$ cat config.mk
export PLATFORM = sky130hd
export DESIGN_NAME = tpu_sequencer
export DESIGN_NICKNAME = d
export VERILOG_FILES = /design/src/rtl/tpu_sequencer.sv
export SDC_FILE = /design/constraint.sdc
export NUM_CORES = 1
export LEC_CHECK = 0
export ABC_CLOCK_PERIOD_IN_PS = 2700
export CORE_MARGIN = 3
export CORE_UTILIZATION = 45
export CTS_CLUSTER_DIAMETER = 30
export DETAILED_ROUTE_END_ITERATION = 7
export MAX_ROUTING_LAYER = met4
export PLACE_DENSITY = 0.7
export SLEW_MARGIN = 40
export SYNTH_ARGS = -nofsm -noshare
export SYNTH_HDL_FRONTEND = slang
export SYNTH_SLANG_ARGS = --single-unit
$ cat constraint.sdc
create_clock -name clk -period 2.7 [get_ports clk]
set_input_delay 0.54 -clock clk [delete_from_list [all_inputs] [get_ports clk]]
set_output_delay 0.54 -clock clk [all_outputs]
set_load 0.01 [all_outputs]
$ cat src/rtl/tpu_sequencer.sv
// Job sequencer for the systolic TPU: weight reload, activation streaming from the
// Unified Buffer, and result SRAM write-back after a fixed pipeline latency.
module tpu_sequencer #(
   parameter int ADDRESSSIZE      = 10,
   parameter int ADDRESSSIZE_fifo = 2,
   parameter int RESULT_LATENCY   = 24
) (
   input  logic                        clk,
   input  logic                        rstn,
   input  logic                        start,
   input  logic [ADDRESSSIZE-1:0]      num_vectors,
   input  logic [ADDRESSSIZE-1:0]      ub_base,
   input  logic [ADDRESSSIZE_fifo-1:0] weight_sel,
   output logic                        busy,
   output logic [ADDRESSSIZE-1:0]      ub_address,
   output logic                        ub_read_valid,
   output logic [ADDRESSSIZE_fifo-1:0] fifo_address,
   output logic                        we_rl,
   output logic                        res_write_enable,
   output logic [ADDRESSSIZE-1:0]      res_address,
   output logic                        end_
);

   // state    | meaning
   // ---------+------------------------------------------------------------
   // S_IDLE   | waiting for start; inputs latched when start is accepted
   // S_W_ADDR | weight-store address presented
   // S_W_LOAD | weight-store address held, we_rl strobe to the array
   // S_STREAM | one UB activation read per cycle, num_vectors cycles
   // S_DRAIN  | reads done, waiting for the last result write
   // S_DONE   | end_ pulse, back to idle next cycle
   typedef enum logic [2:0] {
      S_IDLE,
      S_W_ADDR,
      S_W_LOAD,
      S_STREAM,
      S_DRAIN,
      S_DONE
   } state_t;

   state_t                      state, state_nxt;
   logic [ADDRESSSIZE-1:0]      nv_q;
   logic [ADDRESSSIZE-1:0]      base_q;
   logic [ADDRESSSIZE_fifo-1:0] wsel_q;
   logic [ADDRESSSIZE-1:0]      issue_cnt;
   logic [ADDRESSSIZE-1:0]      write_cnt;
   logic [ADDRESSSIZE-1:0]      write_cnt_nxt;
   logic [RESULT_LATENCY-1:0]   vld_pipe;

   assign res_write_enable = vld_pipe[RESULT_LATENCY-1];
   assign write_cnt_nxt    = write_cnt + ADDRESSSIZE'(res_write_enable);
   assign res_address      = res_write_enable ? (base_q + write_cnt) : '0;

   always_comb begin
      state_nxt     = state;
      busy          = (state != S_IDLE);
      ub_address    = '0;
      ub_read_valid = 1'b0;
      fifo_address  = '0;
      we_rl         = 1'b0;
      end_          = 1'b0;
      case (state)
         S_IDLE: begin
            if (start) begin
               state_nxt = (num_vectors == '0) ? S_DONE : S_W_ADDR;
            end
         end
         S_W_ADDR: begin
            fifo_address = wsel_q;
            state_nxt    = S_W_LOAD;
         end
         S_W_LOAD: begin
            fifo_address = wsel_q;
            we_rl        = 1'b1;
            state_nxt    = S_STREAM;
         end
         S_STREAM: begin
            ub_read_valid = 1'b1;
            ub_address    = base_q + issue_cnt;
            if (issue_cnt == nv_q - ADDRESSSIZE'(1)) begin
               state_nxt = S_DRAIN;
            end
         end
         S_DRAIN: begin
            // Look at the post-increment count so end_ lands right after the last write.
            if (write_cnt_nxt == nv_q) begin
               state_nxt = S_DONE;
            end
         end
         S_DONE: begin
            end_      = 1'b1;
            state_nxt = S_IDLE;
         end
         default: state_nxt = S_IDLE;
      endcase
   end

   always_ff @(posedge clk or negedge rstn) begin
      if (!rstn) begin
         state     <= S_IDLE;
         nv_q      <= '0;
         base_q    <= '0;
         wsel_q    <= '0;
         issue_cnt <= '0;
         write_cnt <= '0;
      end else begin
         state <= state_nxt;
         if (state == S_IDLE && start) begin
            nv_q      <= num_vectors;
            base_q    <= ub_base;
            wsel_q    <= weight_sel;
            issue_cnt <= '0;
            write_cnt <= '0;
         end else begin
            if (state == S_STREAM) begin
               issue_cnt <= issue_cnt + ADDRESSSIZE'(1);
            end
            write_cnt <= write_cnt_nxt;
         end
      end
   end

   // Read-valid delay line matching the array + result path latency.
   always_ff @(posedge clk or negedge rstn) begin
      if (!rstn) begin
         vld_pipe <= '0;
      end else begin
         vld_pipe[0] <= ub_read_valid;
         for (int i = 1; i < RESULT_LATENCY; i++) begin
            vld_pipe[i] <= vld_pipe[i-1];
         end
      end
   end

endmodule

Word level (Yosys, flattened, before mapping):

Cells that the tools add are included.
Widths: inputs -> output; s select.

* add/subtract/negate cells: 5
* equal/unequal tests: 10
* muxes and demuxes: 14
* reduce and logical (&&, ||, !) cells: 7

Operators by type and width (number)
* $mux 10: 5
* $add 10x10->10: 2
* $eq 10x10->1: 2
* $pmux 3 s5: 1
* $mux 3: 4
* $add 10x1->10: 1
* $add 10x1->10 const B: 1
* $logic_not 10->1: 1
* $sub 10x1->10 const B: 1
* $eq 3x2->1 const B: 2
* $eq 3x3->1 const B: 2
* $ne 2x2->1 const B: 3
* $eq 3x1->1 const B: 1
* $logic_not 3->1: 1
* $mux 1: 3
* $reduce_and 3->1: 1
* $reduce_bool 3->1: 1
* $mux 2: 1
* $reduce_bool 2->1: 1
* $reduce_or 2->1: 1
* $logic_and 1x1->1: 1

* bits in registers: 69
* bits of input ports: 25
* word-level logic and storage cells: 43

Depth between registers and ports, before layout:

Gate-level depths: netlist of run 1.

* depth in word-level cells: 4
* gate-level depth with buffers: 9
* mapped depth without buffers: 8

Worst setup path after synthesis of run 1:

Ideal clock, no wire load.

* path kind: register to output
* start point: register issue_cnt[0]
* end point: output port ub_address[8]
* data arrival time: 2.365 ns
* data required time: 2.160 ns
* setup slack: -0.205 ns
* cell stages (with the launch flop): 9
* buffers on the path: 0
* cells stage by stage: dfrtp_1 ha_1 fa_1 a21o_1 a21oi_1 o21bai_1 a2111oi_0 nor3_1 nor3_1

* cells in the longest elaborated chain, start to end: 2

RTL lines
* start, declared: line 45 `logic [ADDRESSSIZE-1:0] issue_cnt;`
* start signal, assigned: line 116 `issue_cnt <= issue_cnt + ADDRESSSIZE'(1);`
* $add 10x10->10: line 79 `ub_address = base_q + issue_cnt;`
* $mux 10: line 62 `case (state)`
* end, declared: line 15 `output logic [ADDRESSSIZE-1:0] ub_address,`

Every way passes these cells.

Final worst setup path of run 1:

* start point: register base_q[1]
* end point: output port res_address[9]

* cells in the longest elaborated chain, start to end: 2

RTL lines
* start, declared: line 43 `logic [ADDRESSSIZE-1:0] base_q;`
* start signal, assigned: line 110 `base_q <= ub_base;`
* $add 10x10->10: line 52 `assign res_address = res_write_enable ? (base_q + write_cnt) : '0;`
* $mux 10: line 52
* end, declared: line 20 `output logic [ADDRESSSIZE-1:0] res_address,`

Every way passes these cells.

==> summary.txt, run 1 <==
Run status
  – Status: finished with violations
  – Failing checks: setup timing

Detailed routing
  – Drt wl/cell: around 17 um
  – Remaining DRCs: 0
  – DR iter-0 viols: roughly 160
  – Via Count: around 3.2k
  – Post-DRT Antenna Nets: 0
  – Routed WL: 9880 um
  – DR pass1 iterations: 4
  – Post-DR vias/cell: 5.43

Clock tree
  – Clock sinks: a little under 70
  – Clock root buffer: clkbuf_8
  – Clk_lat worst skew: 0.35 ns
  – Maximum root-to-sink buffer count: 2
  – H-Tree Depth: 3
  – Clock-pin slew on the worst setup and hold paths: 0.08 ns
  – Hold bufs inserted after CTS: 0
  – CTS tree: built
  – Num CTS Buffers: 9

Synth
  – Ys flop type: dfrtp_1
  – Warning count from the yosys run: 0
  – Post-synthesis sequential area ratio: 0.442
  – Distinct cells, synth: 51
  – Synthesized net count: between 400 and 500
  – Synth Cell Area: 3910 um^2
  – Async SR Flop Fraction: 1.00
  – Cells after Synth: 377
  – Seq cells post-synth: 69
  – Post-synth EDFFs: 0
  – Mapped Avg Cell Area: 10.4 um^2

Worst hold path
  – Min-delay worst type: in2async

Timing
  – Skew final: 0.0101 ns
  – Final Hold Fails: 0
  – Worst-margin pin slew: roughly 0.55 ns
  – Max Clock Freq: 315 MHz
  – Setup-failing EPs final: 10
  – Worst rel slew slack: 0.636
  – RSZ-0062 raised after global routing: yes
  – Fin crit share: 1.18
  – Fin Hold WS: 0.170 ns
  – Final slew viol count: 0
  – Setup TNS: -2.89 ns
  – Setup ws final: -0.478 ns
  – Post-route minimum period: ~3.2 ns

Cells and area
  – Share of cells above drive strength 1: 0.335
  – Design Area, Final: 5400 um^2
  – Commonest non-fill, non-tap cell in the layout: dfrtp_1
  – Nets: 533
  – Commonest cells after routing, fill and taps aside: dfrtp_1, buf_4, nor2_1
  – Inserted Diodes: 0
  – Area growth from synthesis to layout: 38.2%
  – Fillers: 666

Power and ir drop
  – Internal power: 3.40 mW
  – PwrDens: 1050 nW/um^2
  – Leakage: roughly 2.3 nW
  – Worst vdd ir: 0.000491 V
  – P_sw: around 2.3 mW
  – Switching share of total power: 0.403
  – Comb power frac: 0.584
  – Reg power frac: 0.269
  – Clock share of power: 0.146

Critical path
  – Startpoint types: flop
  – Worst setup EP type: primary output
  – Critical Path Slowest Stage Cell: dfrtp_2
  – Critical path class: reg2out
  – Crit path required time: between 2 and 2.5 ns
  – Crit path max fanout: 4
  – Crit path top cell by count: buf_4
  – WP data arrival: 2.64 ns
  – Cell chain of the critical path: buf_4, buf_6, ha_4, a21o_1, a21oi_2, o21ai_2, a2111oi_2, buf_4, o211ai_1, o31ai_1, buf_2
  – CP max stage delay: 0.44 ns

Global route
  – Largest net degree at the start of global routing: 50
  – GRT Overall Usage: 0.211
  – Initial antenna violation count: 0
  – Vias in the first global route: 3,263
  – First-pass GRT wire length: roughly 16,000 um
  – Grt total ovfl: 0

Die
  – Top Ports: between 50 and 60
  – # rows: 33
  – Initial Utilization: 0.469
  – Die area: 9840 um^2
  – Core region area: 8340 um^2
  – Die width: 99.2 um
  – Die Span Y: about 100 um

Place
  – GPL Wtd Cong: 0.903
  – Dpl cell area: 4910 um^2
  – Port Buffers: 51
  – Detailed placer's ending HPWL: 6720 um

Flow run
  – Maxcap violations: 0
registers in the layout, indices dropped and copies added (netlist names):
| register | flops |
|---|---|
| write_cnt | 10 |
| state | 3 |
| issue_cnt | 10 |
| vld_pipe | 24 |
| wsel_q | 2 |
| nv_q | 10 |
| base_q | 10 |
layout make-up:
type / instances / area (um^2) / area share
Timing Repair Buffer: 107 / 891 / 0.165
Multi-Input combinational cell: 282 / 2400 / 0.444
Sequential cell: 69 / 1730 / 0.320
Inverter: 15 / 56.3 / 0.0104
Clock inverter: 6 / 63.8 / 0.0118
Tap cell: 105 / 131 / 0.0243
Clock buffer: 10 / 128 / 0.0236
cell families after synthesis:
kind of cell / after synthesis / synth area share
AND/OR/NAND/NOR: 122 / 0.165
flip-flops: 69 / 0.442
AO/OA/AOI/OAI: 63 / 0.110
XOR/XNOR: 50 / 0.112
buffers and inverters: 26 / 0.0250
adder cells (fa/ha/maj): 24 / 0.0807
multiplexers: 23 / 0.0653
worst max-delay path: cells and delay by family, from the launching register on:
kind	cells	cell delay (ns)
adders and majority gates	1	0.22
AOI/OAI and AO/OA	6	1.02
buffers and inverters	4	0.61
DFF	1	0.44
power groups by stage:
stage	Combinational, mW	Clock, mW	Sequential [mW]
after floorplan	1.60	0	1.57
after global placement	2.99	0	1.53
after detailed placement	3.05	0	1.53
after CTS	3.09	0.853	1.53
after global routing	3.63	0.897	1.56
final	3.32	0.831	1.53
final timing paths:
path / slack (ns) / from / cells after the start / endpoint
hold reg to reg: 0.35 / vld_pipe[20] / 0 / vld_pipe[21]
min in group clk: 0.35 / vld_pipe[20] / 0 / vld_pipe[21]
setup / recovery: -0.48 / base_q[1] / 11 / res_address[9]
max in group asynchronous: 1.88 / rstn / 2 / issue_cnt[5]
hold / removal: 0.17 / rstn / 1 / base_q[9]
setup reg to reg: 0.17 / vld_pipe[23] / 8 / state[0]
cells in the mapped netlist, types with 2 or more instances:
| library cell | n | share of area |
|---|---|---|
| nor3b_1 | 4 | 0.0077 |
| fa_1 | 2 | 0.010 |
| clkbuf_1 | 10 | 0.0096 |
| xor2_1 | 18 | 0.040 |
| nand3b_1 | 2 | 0.0038 |
| mux2_2 | 20 | 0.058 |
| o21a_1 | 2 | 0.0038 |
| or2_2 | 4 | 0.0064 |
| nor3_1 | 8 | 0.010 |
| nor2_1 | 40 | 0.038 |
| xnor2_1 | 32 | 0.072 |
| or4_1 | 2 | 0.0038 |
| o21bai_1 | 3 | 0.0058 |
| a2111oi_0 | 3 | 0.0067 |
| nor4_1 | 6 | 0.0096 |
| and3_1 | 3 | 0.0048 |
| o21ai_0 | 14 | 0.018 |
| inv_1 | 14 | 0.013 |
| a211oi_1 | 4 | 0.0077 |
| ha_1 | 22 | 0.070 |
| nand2_1 | 18 | 0.017 |
| a31oi_1 | 3 | 0.0048 |
| nand3_1 | 8 | 0.010 |
| a21o_1 | 4 | 0.0077 |
| o2111ai_1 | 2 | 0.0045 |
| mux2i_1 | 3 | 0.0077 |
| a21oi_1 | 15 | 0.019 |
| o31ai_1 | 2 | 0.0038 |
| nand2b_1 | 6 | 0.0096 |
| and2_1 | 9 | 0.014 |
| or3_1 | 2 | 0.0032 |
| o211ai_1 | 4 | 0.0077 |
| dfrtp_1 | 69 | 0.44 |
| nor2b_1 | 2 | 0.0032 |
metal layers:
| metal | track usage | wire length (um) |
|---|---|---|
| met1 | 0.260 | 4230 |
| met2 | 0.345 | 4930 |
| met3 | 0.0393 | 417 |
| met4 | 0.0830 | 303 |
| met5 | - | 0 |
stage by stage:
stage | utilization | setup WS (ns) | power (mW) | instances
finish | 0.647 | -0.478 | 5.68 | 594
global route | 0.647 | -0.594 | 6.08 | 594
CTS | 0.630 | -0.408 | 5.47 | 591
detailed placement | 0.589 | -0.604 | 4.58 | 569
global placement | 0.589 | -0.529 | 4.52 | 569
floorplan | - | 0.00472 | 3.16 | 377
what timing repair did:
| action | in CTS | in global routing |
|---|---|---|
| buffers inserted | 7 | 8 |
| hold endpoints to repair | 0 | 0 |
| resized for setup | 88 | 31 |
| pin swaps | 27 | 22 |
| setup endpoints to repair | 19 | 18 |
No activity file was read; power rests on OpenSTA's default activity.
==> inputs of run 2 (changes only) <==
Settings changed: CELL_PAD_IN_SITES_DETAIL_PLACEMENT from default to 2, CELL_PAD_IN_SITES_GLOBAL_PLACEMENT from default to 2, CORE_UTILIZATION 45 to 32, PLACE_DENSITY 0.7 to default, PLACE_DENSITY_LB_ADDON from default to 0.1, TNS_END_PERCENT from default to 50.
==> summary.txt, run 2 (same netlist as run 1, synthesis figures left out) <==
Critical path
  – Critical Path Slowest Stage Cell: dfrtp_1 (was dfrtp_2)
  – Worst reg2reg path endpoint: state[0] (unchanged)
  – Crit path max fanout: 3 (was 4)
  – WP data arrival: 2.54 ns (was 2.64 ns)
  – Reg2Reg Depth: 9 (was 8)
  – Crit path from: base_q[0] (was base_q[1])
  – Crit path required time: 2.16 ns (about the same)
  – Worst Setup EP: res_address[8] (was res_address[9])
  – Cell chain of the critical path: ha_2, fa_2, a21o_1, a21oi_2, o21bai_2, a2111oi_4, o21ai_1, nor3b_2, buf_2 (was buf_4, buf_6, ha_4, a21o_1, a21oi_2, o21ai_2, a2111oi_2, buf_4, o211ai_1, o31ai_1, buf_2)
  – Worst setup EP type: primary output (unchanged)
  – Startpoint types: flop (unchanged)
  – Critical path class: reg2out (unchanged)
  – CP max stage delay: 0.41 ns (was 0.44 ns)
  – Worst R2R Start: write_cnt[1] (was vld_pipe[23])
  – Reg-to-reg slack, setup: -0.10 ns (was 0.17 ns)

Global route
  – Largest net degree at the start of global routing: 70 (was 50)
  – Vias in the first global route: 3,816 (was 3,263)
  – GRT Overall Usage: 0.210 (was 0.211)
  – Grt total ovfl: 0 (unchanged)
  – First-pass GRT wire length: 20,800 um (was 15,800 um)
  – Initial antenna violation count: 0 (unchanged)

Detailed routing
  – Via Count: 3,305 (was 3,224)
  – Post-DRT Antenna Nets: 0 (unchanged)
  – Routed WL: 12,600 um (was 9880 um)
  – Post-DR vias/cell: 5.14 (was 5.43)
  – DR iter-0 viols: 113 (was 157)
  – DR pass1 iterations: 4 (unchanged)
  – Remaining DRCs: 0 (unchanged)
  – Drt wl/cell: 19.6 um (was 16.6 um)

Cells and area
  – Inserted Diodes: 0 (unchanged)
  – Area growth from synthesis to layout: 42.4% (was 38.2%)
  – Share of cells above drive strength 1: 0.330 (was 0.335)
  – Final core occ: 0.477 (was 0.647)
  – Most flop-heavy register: vld_pipe (unchanged)
  – Nets: 544 (was 533)
  – Design Area, Final: 5570 um^2 (was 5400 um^2)
  – Max reg flops: 24 (unchanged)
  – Commonest non-fill, non-tap cell in the layout: dfrtp_1 (unchanged)
  – Finished Layout Cells: 643 (was 594)
  – Commonest cells after routing, fill and taps aside: dfrtp_1, buf_4, nor2_1 (unchanged)

Worst hold path
  – Min-delay worst type: in2async (unchanged)

Timing
  – Max Clock Freq: 325 MHz (was 315 MHz)
  – RSZ-0062 raised after global routing: yes (unchanged)
  – Fin crit share: 1.14 (was 1.18)
  – Worst-margin pin slew: 0.477 ns (was 0.546 ns)
  – Setup-failing EPs final: 11 (was 10)
  – Post-route minimum period: 3.08 ns (was 3.18 ns)
  – Setup ws final: -0.382 ns (was -0.478 ns)
  – Final slew viol count: 0 (unchanged)
  – Final Hold Fails: 0 (unchanged)
  – Worst rel slew slack: 0.679 (was 0.636)
  – Setup TNS: -2.56 ns (was -2.89 ns)
  – Skew final: 0.0112 ns (was 0.0101 ns)

Place
  – Detailed placer's ending HPWL: 8790 um (was 6720 um)
  – GPL Wtd Cong: 0.824 (was 0.903)
  – Dpl cell area: 5010 um^2 (was 4910 um^2)
  – Dpl cells: 614 (was 569)
  – Port Buffers: 51 (unchanged)

Flow run
  – Maxcap violations: 0 (unchanged)

Power and ir drop
  – Worst vdd ir: 0.000674 V (was 0.000491 V)
  – PwrDens: 1140 nW/um^2 (was 1050 nW/um^2)
  – Leakage: 2.43 nW (was 2.32 nW)

Clock tree
  – Clock root buffer: clkbuf_16 (was clkbuf_8)
  – CTS tree: built (unchanged)
  – Num CTS Buffers: 9 (unchanged)
  – H-Tree Depth: 3 (unchanged)
  – Maximum root-to-sink buffer count: 2 (unchanged)
  – Clock sinks: 69 (unchanged)
  – Hold bufs inserted after CTS: 0 (unchanged)
  – Clock-pin slew on the worst setup and hold paths: 0.06 ns (was 0.08 ns)
  – Clk_lat worst skew: 0.35 ns (about the same)

Die
  – Die width: 117 um (was 99.2 um)
  – Die area: 13,600 um^2 (was 9840 um^2)
  – Top Ports: 52 (unchanged)
  – Core region area: 11,700 um^2 (was 8340 um^2)
  – Initial Utilization: 0.335 (was 0.469)
  – Die Span Y: 117 um (was 99.2 um)
  – # rows: 39 (was 33)

Run status
  – Failing checks: setup timing (unchanged)
  – Status: finished with violations (unchanged)
-- run 2: changes by cell type in the layout (fill, tap and decap cells not counted), sizes merged --
| cell | before | now |
|---|---|---|
| buf | 70 | 80 |
| bufinv | 1 | 3 |
| clkbuf | 11 | 13 |
| clkinv | 3 | 1 |
| clkinvlp | 2 | 0 |
| inv | 15 | 17 |
| dlygate4sd2 | 3 | 2 |
-- run 2: final cells by class --
class	count	area (um^2)
clock buffers	10	239
repair buffers	118	966
fillers	1212	6090
clock inverters	6	116
inverters	15	56.3
multi-input cells	282	2280
flip-flops and latches	69	1730
well taps	143	179
-- run 2: worst max-delay path: cells and delay by family, from the launching register on --
family	cells	cell delay [ns]
buffers and inverters	1	0.14
AND/OR/NAND/NOR	1	0.16
flip-flops	1	0.41
AO/OA/AOI/OAI	5	0.94
adder cells (fa/ha/maj)	2	0.55
-- run 2: worst min-delay path by stage --
stage	endpoint	startpoint	slack, ns
finish	vld_pipe[21]	rstn	0.22
global placement	vld_pipe[19]	vld_pipe[18]	0.33
detailed placement	vld_pipe[23]	vld_pipe[22]	0.34
floorplan	base_q[0]	rstn	0.24
CTS	nv_q[4]	rstn	0.24
global route	vld_pipe[21]	rstn	0.24
-- run 2: repair_timing --
item | 4_1_cts | 5_1_grt
endpoints found under the hold margin | 0 | 0
pin swaps | 25 | 3
resized for setup | 92 | 11
endpoints found under the setup margin | 19 | 17
buffers inserted | 12 | 1
-- run 2: metal layers --
layer,track usage,routed length (um)
met5,-,0
met4,0.0425,128
met3,0.0466,370
met2,0.368,6610
met1,0.249,5520
-- run 2: power by group --
group	switching, mW	total [mW]	internal, mW	leakage, nW
Clock	0.472	1.41	0.937	0.174
Combinational	1.76	3.43	1.67	1.49
Sequential	0.212	1.53	1.32	0.764
Total	2.45	6.37	3.92	2.43
-- run 2: through the flow --
stage | power [mW] | setup slack [ns] | hold slack, ns
6_report | 6.37 | -0.382 | 0.223
5_1_grt | 6.85 | -0.526 | 0.242
4_1_cts | 6.34 | -0.351 | 0.237
3_5_place_dp | 4.74 | -0.685 | 0.336
3_3_place_gp | 4.62 | -0.637 | 0.331
2_1_floorplan | 3.16 | -0.0397 | 0.244
==> inputs of run 3 (changes only) <==
Settings changed: ABC_CLOCK_PERIOD_IN_PS 2700 to default, MAX_ROUTING_LAYER met4 to default.
==> summary.txt, run 3 (same netlist as run 1, synthesis figures left out) <==
Cells and area
  – Inserted Diodes: 0 (unchanged)
  – Commonest cells after routing, fill and taps aside: dfrtp_1, buf_4, nor2_1 (unchanged)
  – Commonest non-fill, non-tap cell in the layout: dfrtp_1 (unchanged)
  – Share of cells above drive strength 1: 0.330 (unchanged)
  – Area growth from synthesis to layout: 42.4% (unchanged)
  – Final core occ: 0.477 (unchanged)
  – Most flop-heavy register: vld_pipe (unchanged)
  – Nets: 544 (unchanged)
  – Design Area, Final: 5570 um^2 (unchanged)
  – Max reg flops: 24 (unchanged)

Die
  – Die Span Y: 117 um (unchanged)
  – Initial Utilization: 0.335 (unchanged)
  – Top Ports: 52 (unchanged)
  – Die area: 13,600 um^2 (unchanged)
  – Die width: 117 um (unchanged)
  – # rows: 39 (unchanged)
  – Core region area: 11,700 um^2 (unchanged)

Place
  – Dpl cell area: 5010 um^2 (unchanged)
  – Port Buffers: 51 (unchanged)
  – GPL Wtd Cong: 0.812 (was 0.824)
  – Detailed placer's ending HPWL: 8790 um (unchanged)
  – Pre-CTS setup slack: -0.685 ns (unchanged)

Timing
  – Setup-failing EPs final: 11 (unchanged)
  – Fin crit share: 1.14 (about the same)
  – Worst-margin pin slew: 0.475 ns (was 0.477 ns)
  – Post-route minimum period: 3.09 ns (was 3.08 ns)
  – RSZ-0062 raised after global routing: yes (unchanged)
  – Setup TNS: -2.58 ns (was -2.56 ns)
  – Setup ws final: -0.385 ns (was -0.382 ns)
  – Max Clock Freq: 324 MHz (was 325 MHz)
  – Final Hold Fails: 0 (unchanged)
  – Worst rel slew slack: 0.680 (was 0.679)
  – Final slew viol count: 0 (unchanged)
  – Skew final: 0.0127 ns (was 0.0112 ns)

Worst hold path
  – Min-delay worst type: in2async (unchanged)

Detailed routing
  – Routed WL: 12,700 um (was 12,600 um)
  – Drt wl/cell: 19.7 um (was 19.6 um)
  – DR pass1 iterations: 4 (unchanged)
  – Via Count: 3,294 (was 3,305)
  – Post-DR vias/cell: 5.12 (was 5.14)
  – Post-DRT Antenna Nets: 0 (unchanged)
  – Remaining DRCs: 0 (unchanged)
  – DR iter-0 viols: 96 (was 113)

Global route
  – GRT Overall Usage: 0.205 (was 0.210)
  – Initial antenna violation count: 0 (unchanged)
  – Vias in the first global route: 3,819 (was 3,816)
  – Grt total ovfl: 0 (unchanged)
  – Largest net degree at the start of global routing: 70 (unchanged)
  – First-pass GRT wire length: 20,800 um (about the same)

Power and ir drop
  – Worst vdd ir: 0.000675 V (was 0.000674 V)
  – Final Power: 6.38 mW (was 6.37 mW)
  – Leakage: 2.43 nW (unchanged)
  – PwrDens: 1150 nW/um^2 (was 1140 nW/um^2)

Critical path
  – WP data arrival: 2.55 ns (was 2.54 ns)
  – Worst setup EP type: primary output (unchanged)
  – Reg2Reg Depth: 9 (unchanged)
  – Critical path class: reg2out (unchanged)
  – Crit path required time: 2.16 ns (about the same)
  – Crit path max fanout: 3 (unchanged)
  – Startpoint types: flop (unchanged)

Clock tree
  – Clock sinks: 69 (unchanged)
  – Clk_lat worst skew: 0.35 ns (about the same)
  – Hold bufs inserted after CTS: 0 (unchanged)
  – H-Tree Depth: 3 (unchanged)
  – Clock root buffer: clkbuf_16 (unchanged)
  – Clock-pin slew on the worst setup and hold paths: 0.06 ns (about the same)
  – CTS tree: built (unchanged)
  – Num CTS Buffers: 9 (unchanged)
  – Maximum root-to-sink buffer count: 2 (unchanged)

Run status
  – Failing checks: setup timing (unchanged)
  – Status: finished with violations (unchanged)

Flow run
  – Maxcap violations: 0 (unchanged)
==> run 3: critical path, stage by stage, from the launching register on <==
cell and delay, ns:
dfrtp_1 0.41, ha_2 0.21, fa_2 0.34, a21o_1 0.17, a21oi_2 0.17, o21bai_2 0.12
a2111oi_4 0.37, o21ai_1 0.11, nor3b_2 0.16, buf_2 0.14
==> run 3: path summary, 6_finish.rpt <==
path	start	end	slack [ns]
max	base_q[0]	res_address[8]	-0.39
min	rstn	base_q[4]	0.22
max reg2reg	write_cnt[1]	state[0]	-0.11
min reg2reg	vld_pipe[9]	vld_pipe[10]	0.35
max in group asynchronous	rstn	base_q[1]	2.16
min in group clk	vld_pipe[9]	vld_pipe[10]	0.35
==> run 3: area by class of cell <==
type | instances | area (um^2)
Clock buffer | 10 | 239
Clock inverter | 6 | 116
Fill cell | 1212 | 6090
Inverter | 15 | 56.3
Multi-Input combinational cell | 282 | 2280
Sequential cell | 69 | 1730
Tap cell | 143 | 179
Timing Repair Buffer | 118 | 966
==> run 3: layer usage <==
layer | vias up | global-route usage | wire length (um)
met5 | - | 0 | 0
met4 | 0 | 0.0425 | 131
met3 | 12 | 0.0487 | 309
met2 | 43 | 0.368 | 6640
met1 | 1683 | 0.249 | 5590
li1 | 1556 | - | -
==> run 3: report_power, final <==
group          total, mW  internal [mW]  switching, mW  leakage, nW
registers           1.53           1.32          0.211        0.764
clock network       1.41          0.937          0.473        0.174
logic               3.44           1.67           1.77         1.49
total               6.38           3.92           2.45         2.43
==> run 3: per-stage QoR <==
step	cells	hold slack, ns
floorplan	377	0.244
global placement	614	0.331
detailed placement	614	0.336
CTS	642	0.237
global route	643	0.241
finish	643	0.224
==> run 3: timing repair <==
item | CTS | global route
gates resized for setup | 92 | 11
setup buffers | 12 | 1
gates cloned | 0 | 0
hold endpoints to repair | 0 | 0
pin swaps | 25 | 3
setup endpoints to repair | 19 | 17
==> RTL edit: new RTL, flow settings as in run 2 <==
Add an input register stage for `ub_base`, with the module's reset; this delays it by one clock. The other inputs are not delayed to match.
--- a/src/rtl/tpu_sequencer.sv
+++ b/src/rtl/tpu_sequencer.sv
@@ -39,2 +39,12 @@
    } state_t;
+
+   logic [ADDRESSSIZE-1:0] ub_base_q;
+
+   always_ff @(posedge clk or negedge rstn) begin
+      if (!rstn) begin
+         ub_base_q <= '0;
+      end else begin
+         ub_base_q <= ub_base;
+      end
+   end
 
@@ -109,3 +119,3 @@
             nv_q      <= num_vectors;
-            base_q    <= ub_base;
+            base_q    <= ub_base_q;
             wsel_q    <= weight_sel;
Behaviour: not the same (Yosys sat finds a counterexample within 4 cycles, from zero or initial values and one cycle with rstn low).
==> RTL edit against run 2 <==
The flow still finishes with violations (setup timing). Area after synthesis increased by 8.2%. Synthesized cell count increased by 5.0%. Wire length increased by 15%. Total power fell by 0.92%. Sequential share of layout area rose by 2.1 points. Setup slack got worse by 0.080 ns. Register-to-register slack improved by 0.34 ns. Die area rose by 7.8%. Sequential cell count increased by 10. First-iteration DRC count increased by 33%. Maximum frequency fell by 2.5%. Design area is 7.3% higher.
==> RTL edit: results (changes against run 2) <==
stage,metric,value,unit,change
outcome,status,"finished, violations left",,unchanged
outcome,violated checks,setup timing,,unchanged
placed_design,DP HPWL,10210,um,was 8792 um
placed_design,dpl cells,667,,was 614
yosys,Synth area leaders,"dfrtp_1 47%, ha_1 6.5%, xnor2_1 5.8%, mux2_2 5.3%, xor2_1 4.6%",,"was dfrtp_1 44%, xnor2_1 7.2%, ha_1 7.0%, mux2_2 5.8%, xor2_1 4.0%"
yosys,post-synthesis mux area share,5.560,%,was 6.530%
routing,met3 WL post-DR,303,um,was 370 um
power_and_ir_drop,Leak Pwr,2.607,nW,was 2.428 nW
yosys,Syn Nets,445,,was 426
yosys,Synth Area in Compound Gates,11.92,%,was 11.04%
yosys,Post-synth EDFFs,0,,unchanged
layout,Antenna diodes,0,,unchanged
grt,met3 Resource Use GR,4.569,%,was 4.663%
routing,met2 WL,7708,um,was 6612 um
layout,share of cells above drive strength 1,33.14,%,was 33.00%
worst_setup_path,crit path max fanout,3,,unchanged
power_and_ir_drop,Max VDD drop,516.9,uV,was 674.2 uV
yosys,XOR/XNOR Fraction of Synth Area,10.35,%,was 11.20%
worst_hold_path,Hold Path Class,in -> async,,unchanged
grt,vias in the first global route,4080,,was 3816
timing,Least-Margin Pin Slew,0.6339,ns,was 0.4768 ns
yosys,library cells used by synthesis,56,,was 51
yosys,adder-cell area share of the yosys netlist,7.453,%,was 8.067%
placed_design,placer congestion estimate,0.8594,,was 0.8241
yosys,Syn Inst Count,396,,was 377
placed_design,Post-Place Setup Slack,-0.6997,ns,was -0.6854 ns
grt,first-pass GRT wire length,23250,um,was 20810 um
timing,Final WS setup,-0.4611,ns,was -0.3815 ns
grt,GRT Total Usage,21.43,%,was 21.04%
routing,initial drt markers,150,,was 113
yosys,Post-synth top cells,"79 x dfrtp_1, 37 x nor2_1, 28 x xnor2_1, 22 x ha_1, 22 x xor2_1",,"was 69 x dfrtp_1, 40 x nor2_1, 32 x xnor2_1, 22 x ha_1, 20 x mux2_2"
routing,post-DR wirelength/cell,20.81,um,was 19.65 um
worst_setup_path,Crit path arrival time,2.62,ns,was 2.54 ns
routing,Via density,5.047,,was 5.140
placed_design,dpl cell area,5390,sq um,was 5007 sq um
routing,M1 WL,6361,um,was 5520 um
worst_setup_path,CP max stage delay,0.43,ns,was 0.41 ns
layout,"Net count, final",569,,was 544
worst_setup_path,r2r setup slk,0.24,ns,was -0.10 ns
timing,clk_skew,0.008784,ns,was 0.01118 ns
timing,endpoints failing setup,12,,was 11
grt,largest net degree at the start of global routing,47,,was 70
grt,grt met2 use,36.37,%,was 36.84%
timing,Hold WS,0.2208,ns,was 0.2234 ns
RTL edit: cell types whose count changed after synthesis, moves of 3 or more:
cell,run 2,this run
xor2_1,18,22
nor4_1,6,3
dfrtp_1,69,79
clkbuf_1,10,7
and2_1,9,5
buf_2,0,5
nand2b_1,6,2
nand4_1,1,5
nor2_1,40,37
xnor2_1,32,28
o21ai_0,14,19
or3_1,2,5
RTL edit: layout make-up:
type	instances	area, sq um
Clock buffer	13	260.3
Clock inverter	3	65.06
Fill cell	1291	6798
Inverter	14	52.55
Multi-Input combinational cell	288	2354
Sequential cell	79	1979
Tap cell	172	215.2
Timing Repair Buffer	128	1050
RTL edit: worst max-delay path: cells and delay by family (launching register included):
kind	cells	cell delay [ns]
flip-flops	1	0.43
AO/OA/AOI/OAI	5	0.88
buffers and inverters	2	0.29
AND/OR/NAND/NOR	1	0.07
adder cells (fa/ha/maj)	2	0.59
RTL edit: worst paths after layout:
path / startpoint / end / cells after the start
hold reg to reg: vld_pipe[6]$_DFF_PN0_ / vld_pipe[7]$_DFF_PN0_ / 0
max in group asynchronous: rstn / nv_q[4]$_DFFE_PN0P_ / 2
setup reg to reg: nv_q[3]$_DFFE_PN0P_ / state[0]$_DFFE_PN0P_ / 6
hold / removal: rstn / vld_pipe[18]$_DFF_PN0_ / 1
setup / recovery: base_q[0]$_DFFE_PN0P_ / ub_address[8] / 10
min in group clk: vld_pipe[6]$_DFF_PN0_ / vld_pipe[7]$_DFF_PN0_ / 0
RTL edit: power by group:
group / switching, mW / internal [mW]
Sequential: 0.230 / 1.43
Combinational: 1.70 / 1.60
Clock: 0.490 / 0.860
RTL edit: what timing repair did:
item,CTS,global route
endpoints found under the setup margin,19,13
resized for setup,97,14
cloned,0,0
pin swaps,22,12
buffers inserted,8,7
